`config.mk`:
```
export PLATFORM = sky130hd
export DESIGN_NAME = multicycle_sequencer
export DESIGN_NICKNAME = d
export VERILOG_FILES = /design/src/rtl/multicycle_sequencer.sv
export SDC_FILE = /design/constraint.sdc
export NUM_CORES = 1
export LEC_CHECK = 0
export CAP_MARGIN = 20
export CORE_MARGIN = 10
export CORE_UTILIZATION = 28
export CTS_BUF_LIST = sky130_fd_sc_hd__clkbuf_4 sky130_fd_sc_hd__clkbuf_8
export CTS_CLUSTER_DIAMETER = 100
export DETAILED_ROUTE_END_ITERATION = 8
export PLACE_DENSITY_LB_ADDON = 0.2
export SYNTH_ARGS = -nofsm -noshare
export SYNTH_HDL_FRONTEND = slang
export SYNTH_SLANG_ARGS = --single-unit
```
`constraint.sdc`:
```
create_clock -name clk_i -period 1.65 [get_ports clk_i]
set_input_delay 0.165 -clock clk_i [delete_from_list [all_inputs] [get_ports clk_i]]
set_output_delay 0.165 -clock clk_i [all_outputs]
set_load 0.01 [all_outputs]
```
`src/rtl/multicycle_sequencer.sv`:
```
`timescale 1ns/1ps
`default_nettype none
// ============================================================================
//  Module   : multicycle_sequencer
//  Purpose  : Control FSM that steps an RV32I datapath through
//             FETCH -> DECODE -> EXECUTE -> [MEMORY] -> WRITEBACK and drives
//             its load/write/request strobes. Select signals stay with the
//             datapath's own decode logic; this block only gates enables.
//  Revision : 1.0  initial release
// ----------------------------------------------------------------------------
//  Parameters
//    TIMEOUT    cycles to wait for a memory ready before trapping (0 = never)
//    CNT_WIDTH  width of the retired-instruction counter
//  Ports
//    clk_i          system clock, rising edge
//    rst_ni         asynchronous active-low reset
//    start_i        run enable, sampled only in IDLE and WRITEBACK
//    opcode_i       instruction[6:2] from the instruction register
//    funct3_i       instruction[14:12]
//    imem_ready_i   instruction word valid this cycle
//    dmem_ready_i   data access completes this cycle
//    imem_req_o     instruction fetch request
//    ir_en_o        instruction register load strobe (Mealy on imem_ready_i)
//    pc_en_o        PC load strobe
//    reg_WE_L_o     register file write enable, active-low
//    dmem_req_o     data memory request
//    dmem_we_o      data memory write, qualified by dmem_req_o
//    halted_o       sticky, ECALL/EBREAK reached
//    trap_o         sticky, fault taken
//    trap_cause_o   01 illegal opcode, 10 imem timeout, 11 dmem timeout
//    state_o        current state, for debug
//    retired_o      completed-instruction count, wraps
// ============================================================================
module multicycle_sequencer #(
    parameter int unsigned TIMEOUT   = 255,
    parameter int unsigned CNT_WIDTH = 32
) (
    input  logic                 clk_i,
    input  logic                 rst_ni,
    input  logic                 start_i,
    input  logic [4:0]           opcode_i,
    input  logic [2:0]           funct3_i,
    input  logic                 imem_ready_i,
    input  logic                 dmem_ready_i,
    output logic                 imem_req_o,
    output logic                 ir_en_o,
    output logic                 pc_en_o,
    output logic                 reg_WE_L_o,
    output logic                 dmem_req_o,
    output logic                 dmem_we_o,
    output logic                 halted_o,
    output logic                 trap_o,
    output logic [1:0]           trap_cause_o,
    output logic [2:0]           state_o,
    output logic [CNT_WIDTH-1:0] retired_o
);

    // Wait counter only needs to reach TIMEOUT; keep at least one bit when
    // the timeout is disabled.
    localparam int unsigned     WAIT_W      = (TIMEOUT == 0) ? 1 : $clog2(TIMEOUT + 1);
    localparam logic [WAIT_W-1:0] TIMEOUT_CNT = WAIT_W'(TIMEOUT);
    localparam bit              TIMEOUT_EN  = (TIMEOUT != 0);

    localparam logic [1:0] CAUSE_ILLEGAL = 2'b01;
    localparam logic [1:0] CAUSE_IMEM    = 2'b10;
    localparam logic [1:0] CAUSE_DMEM    = 2'b11;

    typedef enum logic [2:0] {
        S_IDLE      = 3'd0,
        S_FETCH     = 3'd1,
        S_DECODE    = 3'd2,
        S_EXECUTE   = 3'd3,
        S_MEMORY    = 3'd4,
        S_WRITEBACK = 3'd5,
        S_HALT      = 3'd6,
        S_TRAP      = 3'd7
    } state_e;

    // Opcode class captured in DECODE so later states do not depend on the
    // instruction register staying stable.
    typedef enum logic [1:0] {
        CLS_REG   = 2'd0,   // ALU / jumps / upper-immediate: write rd
        CLS_NOREG = 2'd1,   // BRANCH, MISC-MEM: no rd write
        CLS_LOAD  = 2'd2,
        CLS_STORE = 2'd3
    } cls_e;

    state_e              state_q,   state_d;
    cls_e                cls_q,     cls_d;
    logic [1:0]          cause_q,   cause_d;
    logic [WAIT_W-1:0]   wait_q,    wait_d;
    logic [CNT_WIDTH-1:0] retired_q, retired_d;

    cls_e dec_cls;
    logic dec_legal;
    logic dec_halt;

    // ------------------------------------------------------------------
    // Opcode decode
    // ------------------------------------------------------------------
    always_comb begin
        dec_cls   = CLS_REG;
        dec_legal = 1'b1;
        dec_halt  = 1'b0;
        unique case (opcode_i)
            5'b00000: dec_cls = CLS_LOAD;    // LOAD
            5'b00011: dec_cls = CLS_NOREG;   // MISC-MEM (FENCE as nop)
            5'b00100: dec_cls = CLS_REG;     // OP-IMM
            5'b00101: dec_cls = CLS_REG;     // AUIPC
            5'b01000: dec_cls = CLS_STORE;   // STORE
            5'b01100: dec_cls = CLS_REG;     // OP
            5'b01101: dec_cls = CLS_REG;     // LUI
            5'b11000: dec_cls = CLS_NOREG;   // BRANCH
            5'b11001: dec_cls = CLS_REG;     // JALR
            5'b11011: dec_cls = CLS_REG;     // JAL
            5'b11100: begin                  // SYSTEM: only ECALL/EBREAK
                dec_halt  = (funct3_i == 3'b000);
                dec_legal = (funct3_i == 3'b000);
            end
            default:  dec_legal = 1'b0;
        endcase
    end

    // ------------------------------------------------------------------
    // State register
    // ------------------------------------------------------------------
    always_ff @(posedge clk_i or negedge rst_ni) begin
        if (!rst_ni) begin
            state_q   <= S_IDLE;
            cls_q     <= CLS_REG;
            cause_q   <= 2'b00;
            wait_q    <= '0;
            retired_q <= '0;
        end else begin
            state_q   <= state_d;
            cls_q     <= cls_d;
            cause_q   <= cause_d;
            wait_q    <= wait_d;
            retired_q <= retired_d;
        end
    end

    // ------------------------------------------------------------------
    // Next state and strobes
    // ------------------------------------------------------------------
    always_comb begin
        state_d    = state_q;
        cls_d      = cls_q;
        cause_d    = cause_q;
        wait_d     = '0;            // cleared on every transition
        retired_d  = retired_q;
        imem_req_o = 1'b0;
        ir_en_o    = 1'b0;
        pc_en_o    = 1'b0;
        reg_WE_L_o = 1'b1;
        dmem_req_o = 1'b0;
        dmem_we_o  = 1'b0;

        unique case (state_q)
            S_IDLE: begin
                if (start_i) state_d = S_FETCH;
            end
            S_FETCH: begin
                imem_req_o = 1'b1;
                ir_en_o    = imem_ready_i;
                if (imem_ready_i) begin
                    state_d = S_DECODE;
                end else if (TIMEOUT_EN && (wait_q == TIMEOUT_CNT)) begin
                    state_d = S_TRAP;
                    cause_d = CAUSE_IMEM;
                end else begin
                    wait_d = wait_q + 1'b1;
                end
            end
            S_DECODE: begin
                cls_d = dec_cls;
                if (!dec_legal) begin
                    state_d = S_TRAP;
                    cause_d = CAUSE_ILLEGAL;
                end else if (dec_halt) begin
                    state_d = S_HALT;
                end else begin
                    state_d = S_EXECUTE;
                end
            end
            S_EXECUTE: begin
                if ((cls_q == CLS_LOAD) || (cls_q == CLS_STORE)) state_d = S_MEMORY;
                else                                               state_d = S_WRITEBACK;
            end
            S_MEMORY: begin
                dmem_req_o = 1'b1;
                dmem_we_o  = (cls_q == CLS_STORE);
                if (dmem_ready_i) begin
                    state_d = S_WRITEBACK;
                end else if (TIMEOUT_EN && (wait_q == TIMEOUT_CNT)) begin
                    state_d = S_TRAP;
                    cause_d = CAUSE_DMEM;
                end else begin
                    wait_d = wait_q + 1'b1;
                end
            end
            S_WRITEBACK: begin
                pc_en_o    = 1'b1;
                reg_WE_L_o = (cls_q == CLS_STORE) || (cls_q == CLS_NOREG);
                retired_d  = retired_q + 1'b1;
                state_d    = start_i ? S_FETCH : S_IDLE;
            end
            S_HALT: state_d = S_HALT;   // leave only through reset
            S_TRAP: state_d = S_TRAP;
            default: state_d = S_IDLE;
        endcase
    end

    assign halted_o     = (state_q == S_HALT);
    assign trap_o       = (state_q == S_TRAP);
    assign trap_cause_o = cause_q;
    assign state_o      = state_q;
    assign retired_o    = retired_q;

endmodule
`default_nettype wire

```
Word-level counts from Yosys, hierarchy flattened
Cells that the tools add are included.
Widths: inputs -> output; s select.
Cells by class
  reduce and logical (&&, ||, !) cells: 9
  equality and inequality tests: 27
  mux-type cells: 28
  $add $sub $neg: 2
Operators by type and width (count)
  $add 32x1->32 const B: 1
  $mux 8: 3
  $pmux 3 s8: 1
  $eq 5x5->1 const B: 4
  $mux 3: 6
  $pmux 8 s2: 1
  $eq 5x4->1 const B: 3
  $eq 3x3->1 const B: 4
  $ne 2x2->1 const B: 6
  $pmux 2 s3: 2
  $eq 5x3->1 const B: 2
  $mux 2: 5
  $reduce_or 10->1: 1
  $mux 1: 9
  $add 8x1->8 const B: 1
  $eq 8x8->1 const B: 1
  $eq 3x2->1 const B: 2
  $logic_not 3->1: 2
  $reduce_and 6->1: 1
  $eq 5x2->1 const B: 1
  $logic_not 5->1: 1
  $eq 2x2->1 const B: 2
  $eq 3x1->1 const B: 1
  $reduce_bool 3->1: 1
  4 further kinds: 5
Word-level totals
  flip-flop bits (word level): 47
  input bits: 13
  output and inout port bits: 45
  word-level logic and storage cells: 71

Longest topological paths before layout
  depth in word-level cells: 5
  gate-level depth with buffers: 6
  depth with buffers taken out: 5

Worst setup path before layout
OpenSTA, ideal clock, no wires.
  path kind: register -> register
  start: register state_q[1], in the netlist state_o[1]
  end: register retired_q[31], in the netlist retired_o[31]
  library setup time: 0.079 ns
  clock period less this slack: 1.837 ns
  cell stages (with the launch flop): 6
  data arrival time: 1.758 ns
  path slack: -0.187 ns
  path buffers: 1
  data required time: 1.571 ns
  cells stage by stage: dfrtp_1 nand4b_2 or4_4 buf_6 nor4_4 xor2_1
Between the ends
  word-level cells in the longest chain between the ends: 1
RTL lines
  from (decl): line 88  | state_e state_q, state_d;
  from (signal assigned): line 135  | state_q <= state_d;
  $eq 3x3->1: line 159  | unique case (state_q)
  to (signal assigned): line 139  | retired_q <= retired_d;
  to (decl): line 92  | logic [CNT_WIDTH-1:0] retired_q, retired_d;
No other way between the ends.
A chain may end at the register's enable or synchronous reset.

Final worst setup path
  start: register state_q[1], in the netlist state_o[1]
  end: register retired_q[12], in the netlist retired_o[12]
The elaborated chain is that of the path after synthesis.

==> impl_metrics.py <==
metrics = {
    "place": {
        "place.gp.congestion": 0.793,
        "dp_hpwl_mm": 4.76,
        "port_buffers": 57,
    },
    "power": {
        "p_leak_nw": 1.74,
        "power_w": 0.00354,
        "powerDensity_nw_per_um2": 927,
        "vdd_drop_max_mv": 0.541,
    },
    "setup_path": {
        "reg2reg_depth": 6,
        "end_kind": "register",
        "worstReg2RegEnd": "retired_o[12]",
        "r2r_slack_ns": -0.04,
        "crit_path_start_kind": "register",
        "crit_fanout": 5,
        "path_class": "register to register",
        "critPathRequiredTime_ns": 1.85,
        "crit_arrival_ns": 1.90,
        "worstReg2RegStart": "state_o[1]",
    },
    "routing": {
        "num_vias": 2140,
        "firstDrtPassIters": 4,
        "routed_wl_mm": 6.35,
        "vias_per_cell": 4.60,
        "drc_errors": 0,
        "wl_per_cell_um": 13.7,
        "drt_iter0_markers": 36,
        "drtAntennaViolNets": 0,
    },
    "sta": {
        "timing.fmax_ghz": 0.592,
        "worst_pin_slew_ns": 0.389,
        "relSlewSlack_pct": 73.7,
        "fin_hold_ws_ns": 0.355,
        "rsz0062_at_grt": "true",
        "period_share_pct": 102,
        "fin_crit_ns": 1.69,
        "skew_ns": 0.0121,
        "setup_slack_ns": -0.0402,
        "final_hold_viol_count": 0,
        "drv_slew": 0,
        "setup_violations": 7,
    },
    "clocking": {
        "cts_tree": "built",
        "clkLatencyLatePin_ns": 0.31,
        "htreeDepth": 2,
        "clockBufferDepth": 2,
        "cts.clk_slew.worst_paths_ns": 0.10,
        "cts_buffers": 5,
        "cts_root_buffer": "clkbuf_8",
        "cts_sinks": 47,
    },
    "synth": {
        "seq_area_frac_synth_pct": 50.1,
        "ys_warn_count": 0,
        "ys.flop_type": "dfrtp_1",
        "synth-seq-cells": 47,
        "syn_area_um2": 2350,
        "ys_top_cells_by_area": "dfrtp_1 (50%), xnor2_1 (7.8%), xor2_1 (5.6%), nor2_1 (3.5%), nand3_1 (3.4%)",
        "ys_types": 44,
        "synthCells": 229,
        "synth_top_area_share_pct": 50.1,
        "synth_nets": 244,
        "yosysTopAreaCell": "dfrtp_1",
        "synth-edff-count": 0,
        "avgSynthCellArea_um2": 10.3,
        "async_flop_share_pct": 100,
    },
    "cells_and_area": {
        "multi_input_area_um2": 1260,
        "area_growth_pct": 62.3,
        "nFillCells": 804,
        "fin_nets": 374,
        "drive_gt1_share_pct": 35.0,
        "antenna_cells": 0,
        "seq_area_um2": 1190,
    },
    "global_routing": {
        "first_global_vias": 2224,
        "antenna_found_initial": 0,
        "grt-ovfl-total": 0,
        "grt_usage_pct": 10.0,
        "grt_start_max_net_pins": 48,
        "grt_pass1_wl_mm": 10.7,
    },
    "floorplan": {
        "start_util_pct": 28.7,
        "die_w_um": 112,
        "std_cell_rows": 33,
        "core-area_um2": 8180,
        "die_area_um2": 12500,
        "io_pins": 58,
        "die_y_um": 112,
    },
    "status": {
        "violations": "setup timing",
        "outcome": "complete, but fails checks",
    },
    "min_path": {
        "hp-class": "input port to asynchronous set/reset pin",
    },
    "run": {
        "drv_cap": 0,
    },
}
worst max-delay path by stage:
stage / start / to / slack (ns)
2_1_floorplan: state_o[1] / retired_o[28] / -0.06
3_3_place_gp: state_o[2] / retired_o[28] / -0.09
3_5_place_dp: opcode_i[0] / trap_cause_o[0] / -0.14
4_1_cts: state_o[1] / retired_o[15] / -0.13
5_1_grt: state_o[1] / retired_o[28] / -0.12
6_report: state_o[1] / retired_o[12] / -0.04
logic make-up (layout without fill, tap and decap cells):
group	Yosys count	in the layout	share of synthesized area [%]
AOI/OAI and AO/OA	22	22	6.34
xor gates and xnor gates	36	36	13.4
adders and majority gates	2	2	1.06
buffers and inverters	16	147	2.88
DFF	47	47	50.1
muxes	1	1	0.479
and+or+nand+nor	105	105	25.8
cell usage after synthesis, drive strengths merged, types with 2 or more instances:
cell,count
clkbuf,6
xor2,15
nor3b,3
a21oi,6
a211oi,2
xnor2,21
nand3,16
nand2b,4
or2,2
nand2,17
dfrtp,47
nand4,8
and4,3
ha,2
o31ai,2
or4,2
nor4,5
and3,6
o21ai,4
or3,3
nor3,9
inv,9
nor2,22
registers in the layout, summed over array words and instances (netlist names):
signal        cells
trap_cause_o      2
wait_q            8
state_o           3
retired_o        32
cls_q             2
metal layers:
| metal | vias up | track usage, % | wire [µm] |
|---|---|---|---|
| li1 | 1061 | - | - |
| met1 | 1027 | 12.0 | 2750 |
| met2 | 43 | 16.6 | 3070 |
| met3 | 9 | 3.92 | 453 |
| met4 | 0 | 2.31 | 73 |
| met5 | - | 0 | 0 |
worst max-delay path, cell delays in order, from the launching register on:
cell      delay [ns]
dfrtp_1         0.39
buf_4           0.13
nand4b_4        0.17
buf_4           0.14
or4_4           0.49
buf_4           0.17
xnor2_1         0.11
power by group:
group | switching (W) | total [W] | internal (W)
sequential | 0.000106 | 0.00138 | 0.00128
clock | 0.000427 | 0.000732 | 0.000304
combinational | 0.000628 | 0.00142 | 0.000795
total | 0.00116 | 0.00354 | 0.00237
placed cells by master, fill, tap and decap left out, types with 7 or more instances in the layout:
master           netlist  layout
inv_1                  9       8
nand3_1               16      16
nand2_1               17      16
nor2_1                22      20
clkdlybuf4s50_1        0      45
dfrtp_1               47      38
xnor2_1               21      21
nand4_1                7       7
buf_4                  0      70
xor2_1                15      15
dfrtp_2                0       9
repair_timing:
action | in CTS | in global routing
setup buffers | 8 | 3
gates resized for setup | 37 | 18
cloned | 0 | 0
endpoints found under the hold margin | 47 | 0
pin swaps | 16 | 11
setup endpoints to repair | 22 | 34
hold buffers | 1 | 0
stage by stage:
stage | cells | TNS [ns] | util [%] | setup slack [ns] | instance area, µm²
floorplan | 229 | -0.270 | - | -0.0632 | 2410
global placement | 445 | -0.737 | 43.3 | -0.0852 | 3540
detailed placement | 445 | -0.928 | 43.3 | -0.137 | 3540
CTS | 462 | -0.666 | 45.6 | -0.126 | 3730
global route | 465 | -1.65 | 46.6 | -0.115 | 3810
finish | 465 | -0.0809 | 46.6 | -0.0402 | 3810
cell type report:
class | count | share of cell area [%]
inverter | 9 | 0.886
multi-input combinational | 166 | 33.0
clock inverter | 3 | 0.591
clock buffer | 5 | 1.80
tap | 105 | 3.44
sequential | 47 | 31.1
timing repair buffer | 130 | 29.1
Note: power is estimated with default switching activity, not from simulation.
